$ cat config.mk
export PLATFORM = sky130hd
export DESIGN_NAME = tetromino_bag
export DESIGN_NICKNAME = d
export VERILOG_FILES = /design/src/rtl/tetromino_bag.sv
export SDC_FILE = /design/constraint.sdc
export NUM_CORES = 1
export LEC_CHECK = 0
export ABC_CLOCK_PERIOD_IN_PS = 2600
export CAP_MARGIN = 15
export CORE_ASPECT_RATIO = 0.75
export CORE_UTILIZATION = 45
export CTS_CLUSTER_DIAMETER = 50
export CTS_CLUSTER_SIZE = 24
export DETAILED_ROUTE_END_ITERATION = 6
export DONT_BUFFER_PORTS = 1
export RECOVER_POWER = 50
export SYNTH_ARGS = -nofsm -noshare
export SYNTH_HDL_FRONTEND = slang
export SYNTH_SLANG_ARGS = --single-unit
$ cat constraint.sdc
create_clock -name i_clk -period 2.6 [get_ports i_clk]
set_input_delay 0.39 -clock i_clk [delete_from_list [all_inputs] [get_ports i_clk]]
set_output_delay 0.39 -clock i_clk [all_outputs]
set_load 0.05 [all_outputs]
$ cat src/rtl/tetromino_bag.sv
// 7-bag tetromino randomizer: draws each ID 0..6 once per bag in random order,
// with a bounded retry window and a lowest-unused fallback.
module tetromino_bag (
    input  logic        i_clk,
    input  logic        i_reset,
    input  logic [31:0] i_rnd,
    input  logic        i_req,
    output logic [2:0]  o_piece,
    output logic        o_valid,
    output logic [2:0]  o_bag_left,
    output logic [7:0]  o_piece_cnt
);

    typedef enum logic {
        StDraw,
        StReady
    } state_e;

    state_e     r_state, w_state_d;
    logic [6:0] r_used, w_used_d;
    logic [2:0] r_attempt, w_attempt_d;
    logic [2:0] r_piece, w_piece_d;
    logic [7:0] r_cnt, w_cnt_d;

    logic [2:0] w_cand;
    logic [7:0] w_used_ext;
    logic       w_accept;
    logic [2:0] w_lowest;
    logic [2:0] w_pick;
    logic       w_take;
    logic [6:0] w_merged;
    logic [2:0] w_pop;

    assign w_cand     = i_rnd[31:29];
    // ID 7 is never legal, so treat it as permanently used.
    assign w_used_ext = {1'b1, r_used};
    assign w_accept   = ~w_used_ext[w_cand];

    always_comb begin
        w_lowest = 3'd0;
        for (int i = 6; i >= 0; i--) begin
            if (!r_used[i]) begin
                w_lowest = 3'(i);
            end
        end
    end

    always_comb begin
        w_pop = 3'd0;
        for (int i = 0; i < 7; i++) begin
            w_pop = w_pop + 3'(r_used[i]);
        end
    end

    always_comb begin
        w_state_d   = r_state;
        w_used_d    = r_used;
        w_attempt_d = r_attempt;
        w_piece_d   = r_piece;
        w_cnt_d     = r_cnt;
        w_pick      = w_cand;
        w_take      = 1'b0;
        w_merged    = r_used;

        unique case (r_state)
            StDraw: begin
                if (w_accept) begin
                    w_pick = w_cand;
                    w_take = 1'b1;
                end else if (r_attempt == 3'd7) begin
                    w_pick = w_lowest;
                    w_take = 1'b1;
                end else begin
                    w_attempt_d = r_attempt + 3'd1;
                end
                if (w_take) begin
                    w_merged    = r_used | (7'b1 << w_pick);
                    // Completing the bag clears the mask on the same edge.
                    w_used_d    = (w_merged == 7'h7F) ? 7'h00 : w_merged;
                    w_piece_d   = w_pick;
                    w_attempt_d = 3'd0;
                    w_state_d   = StReady;
                end
            end
            StReady: begin
                if (i_req) begin
                    w_state_d = StDraw;
                    w_cnt_d   = r_cnt + 8'd1;
                end
            end
            default: w_state_d = StDraw;
        endcase
    end

    always_ff @(posedge i_clk) begin
        if (!i_reset) begin
            r_state   <= StDraw;
            r_used    <= 7'h00;
            r_attempt <= 3'd0;
            r_piece   <= 3'd0;
            r_cnt     <= 8'd0;
        end else begin
            r_state   <= w_state_d;
            r_used    <= w_used_d;
            r_attempt <= w_attempt_d;
            r_piece   <= w_piece_d;
            r_cnt     <= w_cnt_d;
        end
    end

    assign o_piece     = r_piece;
    assign o_valid     = (r_state == StReady);
    assign o_bag_left  = 3'd7 - w_pop;
    assign o_piece_cnt = r_cnt;

endmodule

==> run summary, run 1 <==
The flow ran to the end, but the final reports show violations. The final reports fail on setup timing. The number of pins with negative max-slew slack in the final report is 0. Summing all placed instances gives a cell area of approximately 1600 um^2. The number of design rule violations left after detail routing came out at 0. The detail route stage leaves a number of antenna-violating nets equal to 0. The first global-routing pass estimated approximately 5.4 mm of wire. The cell area power density came out at 1550 nW/um^2.

The total of buffers placed on input and output ports is 0. The number of synthesized flops with an enable pin is 0. Max-cap violations in this run came to 0.

After detailed routing, no signal wire sits above met4. Counting every instance in the synthesized netlist gives about 150. The normalized max-slew margin is 45.3%.

Averaged over all synthesized cells, the footprint is roughly 8.6 um^2. The maximum count of clock buffers along a single path is 2. The type of the worst setup path is flip-flop to output port.

The clock latency on the worst-skew pair came out at 260 ps. Across all setup checks in the final design, the least slack found is -219 ps. The first-pass detailed-route iteration total is 4.

The via-per-instance ratio is 5.58. Of all cell types, the one taking the most synthesized area is dfxtp_1. The post-placement worst setup slack is -43.5 ps. The synthesis-stage register bit count came out at 22. Setup repair after global routing could not meet its margin everywhere.

The highest attainable clock frequency came out at around 350 MHz. The number of antenna diodes in the final layout is 0. The final count of hold timing violations came out at 0. The final instance area is approximately 1800 um^2. Detailed routing inserted a total of 1227 vias.

The most frequently used cell type in the post-synthesis netlist is dfxtp_1. STA classifies the critical path endpoint as an output port. The count of warnings emitted by yosys is 0. The maximum number of pins on one net before global-route repair came out at 16. The final global-route overflow total is 0. The depth of the most critical reg-to-reg path is 9. The clock drives 22 sinks. The global-route total usage across every layer came out at a little under a quarter.

The analysis attributes to cell leakage a power of approximately 0.69 nW. By area the synthesized netlist is led by dfxtp_1, ha_1, a21oi_1. The die boundary height came out at 48.7 um. The area of the mapped netlist is 1310 um^2. The predominant post-synthesis flop cell is dfxtp_1. The register clock-pin slew on the reported worst setup and hold paths came out at roughly 80 ps.

At the worst endpoint, the arrival time is ~2400 ps. The number of global-route vias before repair is between 1000 and 1500. The fraction of the cycle the final worst path needs came out at 108%. After layout, the minimum clock period comes to about 2800 ps. The clock tree from TritonCTS is done. The required time of the critical path came out at 2210 ps. The HPWL after detailed placement is approximately 2.4 mm. The count of routing violations after the opening detailed-route iteration is 44. In this run the worst path has a maximum fanout of 2. The area added between synthesis and finish came out at 33.7%. Along the worst hold path, the cell count comes to 2.

When the netlist entered floorplanning its net count stood at 198. In this run the count of I/O pins placed on the die edge is 50. The worst hold path begins at i_reset. The setup clock skew after layout is about 1.6 ps.

The length of routed wiring on met1 came out at 1.54 mm. The utilization of the core after routing is between 60% and 70%. The full die area is 3130 um^2. The number of clock buffers inserted by TritonCTS came out at 3. After detailed routing, the total wire length is about 3.3 mm. The endpoint of the worst hold path is o_valid$_SDFF_PN0_.

The fraction of registers with async set/reset came out at 0%. The distinct cell type count after synthesis came out at 39. The core region area came out at between 2000 and 3000 um^2. The wire length on met3 is approximately 220 um. STA classifies the critical path startpoint as a flip-flop. The layout net count is 230. The total power of the final layout is roughly 0.0027 W. The internal reg-to-reg setup slack came out at about 110 ps. The average wire per cell in the routed design is 15.1 um. CTS placed an instance of clkbuf_8 at the clock tree root. The cts-stage hold buffer count is 0.

The maximum VDD drop is 2.37 mV. At the end of routability-driven placement, the weighted congestion stood at 0.880. The fraction of synthesized cell area taken by the top area cell type came out at between 30 and 40%. In this run the number of H-tree levels came out at 1. The worst hold path belongs to the class input port to flip-flop.

Ranked by instance count, the synthesized netlist is headed by dfxtp_1, nor2_1, inv_1. The worst-margin pin slew came out at 821 ps. The setup-violating endpoint count in the final report came out at 2. The startpoint identified for the worst register-to-register timing path is r_used[6]$_SDFFE_PN0P_.

The sequential-to-total area share from yosys stat came out at 33.6%. The number of antenna violations at the first check in global routing is 0. The floorplan row count came out at 16. Once the floorplan was initialized, standard cells occupied about 49% of the core.

The endpoint of the worst-slack reg-to-reg timing path is r_used[5]$_SDFFE_PN0P_. The die boundary width came out at 64.3 um. The routed design uses roughly 1.5 mm of met2 wire. The share of post-route cells with drive strength above 1 came out at approximately a third.
## metal layers
layer / global-route usage (%) / vias up
met5: 0 / -
met4: 5.19 / 0
met3: 6.60 / 8
met2: 34.7 / 38
met1: 31.1 / 579
li1: - / 602
## state kept, by name, indices dropped and copies added (netlist names)
register and flops:
o_piece_cnt 8, r_used 7, o_piece 3, r_attempt 3
o_valid 1
## cells in the final DEF, fill, tap and decap left out, types with 3 or more instances in the layout
cell	synthesis	final
buf_4	0	22
nor2_1	19	19
dfxtp_1	22	17
a21oi_1	15	10
inv_2	0	8
inv_1	17	8
nand2_1	7	7
nand3_1	5	5
o21ai_0	5	5
mux2i_1	6	5
a21oi_2	0	5
ha_1	7	5
clkbuf_1	2	5
dfxtp_2	0	5
xor2_1	5	4
a31oi_1	4	4
nor3_1	3	3
o211ai_1	3	3
and2_1	3	3
fa_1	3	3
clkbuf_8	0	3
## cell type report
cell class | count | area [um^2]
clock buffer | 3 | 41.3
clock inverter | 1 | 30.0
fill | 241 | 931
inverter | 17 | 67.6
multi-input combinational | 111 | 886
sequential | 22 | 447
tap | 36 | 45.0
timing repair buffer | 30 | 235
## stage by stage
stage	TNS, ps	std cells	hold slack [ps]
after floorplan	0	153	481
after global placement	-5.35	210	493
after detailed placement	-84.3	210	509
after CTS	-479	218	233
after global routing	-605	220	259
final	-434	220	240
## worst max-delay path, stage by stage, from the launching register on
cell        delay, ps
dfxtp_2           340
inv_2              50
fa_1              500
inv_2             100
ha_4              130
inv_2              30
fa_1              490
inv_2              50
ha_4              260
clkinvlp_4        220
## how the worst max path moves through the flow
stage	start	depth (start not counted)	endpoint
floorplan	r_used[1]$_SDFFE_PN0P_	9	o_bag_left[2]
global placement	r_used[6]$_SDFFE_PN0P_	10	o_bag_left[2]
detailed placement	r_used[6]$_SDFFE_PN0P_	10	o_bag_left[2]
CTS	r_used[4]$_SDFFE_PN0P_	9	o_bag_left[1]
global route	r_used[6]$_SDFFE_PN0P_	10	o_bag_left[2]
finish	r_used[1]$_SDFFE_PN0P_	9	o_bag_left[1]
## cells by family after synthesis
kind of cell	share of synthesized area (%)
buffers and inverters	5.73
AO/OA/AOI/OAI	21.4
XOR/XNOR	4.68
multiplexers	5.73
adder cells (fa/ha/maj)	11.3
AND/OR/NAND/NOR	17.6
flip-flops	33.6
## repair_timing
item	4_1_cts	5_1_grt
setup buffers	4	4
endpoints found under the setup margin	2	9
resized for setup	8	13
pin swaps	1	11
## report_power, final
group	switching (W)	internal, W
Clock	0.000109	0.000206
Sequential	0.0000946	0.000422
Combinational	0.00118	0.000709
Total	0.00138	0.00134
Note: power is estimated with default switching activity, not from simulation.
==> run 2, diff against run 1 <==
SLEW_MARGIN = 40   (was not set)
TNS_END_PERCENT = 5   (was not set)
==> run 2 against run 1 <==
  * The run still ends with setup timing left
  * Clock-buffer cell count did not move
  * Sequential power is essentially flat
  * Setup slack worse by 7.6 ps
  * Global-route usage decreased by 0.70 points
  * First-iteration DRC count rose by 36%
  * Critical path type unchanged
==> run summary, run 2 (same netlist as run 1, synthesis figures left out) <==
The number of clock sinks seen by CTS came out at 22 (unchanged). The setup clock skew after layout is 2.84 ps (+1.24 ps). The layout net count came out at 226 (-1.7%). The count of vias placed by the detailed router came out at 1172 (-4.5%). The first-pass GRT wire length is 5.28 mm (-2.5%).

The normalized max-slew margin came out at 45.6% (+0.34 points). The die boundary height is 48.7 um (unchanged). The type of the worst setup path is flip-flop to output port. The utilization of the core after routing is 62.5% (-2.8 points). Setup repair after global routing could not meet its margin everywhere. The instance count along the most critical hold path came out at 2 (unchanged). The most frequent standard cell in the layout excluding fill and tap cells is buf_4. The filler cell count was 239 (-0.83%). The depth of the most critical reg-to-reg path is 10 (+1). The die boundary width was 64.3 um (unchanged).

The core region area came to 2680 um^2 (unchanged). The final reports fail on setup timing. The number of violations of the max-capacitance limit came out at 0 (unchanged). The number of pins with negative max-slew slack in the final report came out at 0 (unchanged).

The worst hold slack across all endpoints is 238 ps (-1.79 ps). The number of design rule violations left after detail routing is 0 (unchanged). In this run the clock root is driven by a clkbuf_8. The HPWL after detailed placement is 2.37 mm (unchanged). The full die area is 3130 um^2 (unchanged). The post-placement worst setup slack is -43.5 ps (unchanged). The worst-margin pin slew is 816 ps (-5.10 ps). The maximum VDD drop came out at 2.34 mV (-1.0%). The average wire per cell in the routed design is 14.0 um (-7.2%). The clock latency on the worst-skew pair came to 260 ps (about the same).

The flow ran to the end, but the final reports show violations. The placer's final routability congestion estimate came out at 0.880 (unchanged). The register clock-pin slew on the reported worst setup and hold paths is 80 ps (about the same).

The combined flip-flop and latch cell area is 447 um^2 (unchanged). The cts-stage hold buffer count came to 0 (unchanged). The total of buffers placed on input and output ports is 0 (unchanged).

The fraction of the cycle the final worst path needs came to 109% (+0.29 points). The number of clock buffers inserted by TritonCTS came to 3 (unchanged). The number of antenna violations at the first check in global routing is 0 (unchanged).

The cell area after placement was 1570 um^2 (unchanged). The CTS H-tree depth came out at 1 (unchanged). The final instance area came out at 1680 um^2 (-4.2%). The leakage power summed over all cells is 0.668 nW (-3.5%). The maximum count of clock buffers along a single path came out at 2 (unchanged). The endpoint arrival time on the critical path is 2440 ps (about the same). The count of routing violations after the opening detailed-route iteration came to 60 (+36%). The area growth from synthesis to layout is 28.1%.

The number of ports placed on the die boundary came to 50 (unchanged). The share of post-route cells with drive strength above 1 is 26.7% (-5.4 points). The cell area power density came out at 1570 nW/um^2 (+0.99%). STA classifies the critical path endpoint as an output port. The setup TNS after final layout is -450 ps (-16.7 ps).

The worst setup path is launched from a flip-flop. The total wire length after detailed routing is 3.02 mm (-8.9%). The via-per-instance ratio came out at 5.43 (-2.7%).

The floorplan row count is 16 (unchanged). The first-pass detailed-route iteration total is 4 (unchanged). The global-route total usage across every layer came to 21.9% (-0.70 points). The number of inserted diodes is 0 (unchanged). The setup-violating endpoint count in the final report came out at 2 (unchanged). The required time of the critical path was 2210 ps (about the same). The final global-route overflow total is 0 (unchanged). The final count of hold timing violations is 0 (unchanged). The slack of the critical path was -227 ps (-7.59 ps). The number of flip-flops in the largest register is 8 (unchanged).

The top cell types in the final layout, fill and taps aside, are buf_4, nor2_1, dfxtp_1. The area of combinational cells with multiple inputs is 858 um^2 (-3.1%). The clock tree from TritonCTS is done. The highest attainable clock frequency is 354 MHz (-0.27%).

The number of routed nets with antenna violations came out at 0 (unchanged). The maximum number of pins on one net before global-route repair was 16 (unchanged). The largest fanout on the critical path came to 4 (+2). The number of global-route vias before repair is 1174 (-3.4%). The min-delay analysis places its worst path in the category input port to flip-flop. The final critical path time including I/O delays and setup is 2830 ps (+7.59 ps).

The effective utilization at floorplan came out at 48.8% (unchanged).
[run 2: cell count changes in the layout (fill, tap and decap cells not counted)]
cell / before / now
a2bb2oi_2: 1 / 0
buf_4: 22 / 20
or3b_4: 1 / 0
buf_12: 2 / 1
a21oi_1: 10 / 15
buf_6: 1 / 0
or3b_1: 0 / 1
a2bb2oi_1: 0 / 1
a21oi_2: 5 / 0
[run 2: area by class of cell]
type,instances,share of cell area (%)
Tap cell,36,2.68
Clock inverter,1,1.79
Clock buffer,3,2.46
Sequential cell,22,26.6
Timing Repair Buffer,26,11.3
Multi-Input combinational cell,111,51.2
Inverter,17,4.03
[run 2: worst paths after layout]
| kind | startpoint | to | slack [ps] |
|---|---|---|---|
| worst min register to register | r_attempt[1]$_SDFFE_PN0P_ | r_attempt[1]$_SDFFE_PN0P_ | 530 |
| worst max register to register | r_used[4]$_SDFFE_PN0P_ | r_used[1]$_SDFFE_PN0P_ | 50 |
| worst min-delay path | i_reset | o_valid$_SDFF_PN0_ | 240 |
| worst max-delay path | r_used[6]$_SDFFE_PN0P_ | o_bag_left[1] | -230 |
[run 2: stage by stage]
step / cells / power (W)
2_1_floorplan: 153 / 0.00169
3_3_place_gp: 210 / 0.00207
3_5_place_dp: 210 / 0.00213
4_1_cts: 216 / 0.00258
5_1_grt: 216 / 0.00280
6_report: 216 / 0.00263
[run 2: worst max-delay path, cell delays in order, from the launching register on]
cell,delay [ps]
dfxtp_2,370
inv_2,50
fa_1,490
inv_2,90
ha_4,130
inv_2,30
fa_1,490
inv_2,50
ha_4,260
clkinvlp_4,220
[run 2: repair_timing]
action                     in CTS  in global routing
gates cloned                    0                  0
setup endpoints to repair       2                  9
gates resized for setup         9                  4
pin swaps                       1                  5
buffers inserted                2                  0
[run 2: per-layer routing]
metal / vias up / global-route usage [%] / part of all wire [%]
met1: 546 / 31.1 / 49
li1: 596 / - / -
met4: 0 / 2.22 / 0.70
met3: 4 / 6.60 / 5.5
met5: - / 0 / 0
met2: 26 / 33.7 / 45
[run 2: where the power goes]
part | switching (W) | total, W | internal (W)
Combinational | 0.00114 | 0.00180 | 0.000664
Sequential | 0.0000947 | 0.000517 | 0.000422
Clock | 0.000107 | 0.000313 | 0.000205
Total | 0.00134 | 0.00263 | 0.00129
==> run 3, diff against run 2 <==
SLEW_MARGIN = not set   (was 40)
==> results of run 3 <==
The final DEF is identical to that of run 2; final timing and power are the same.
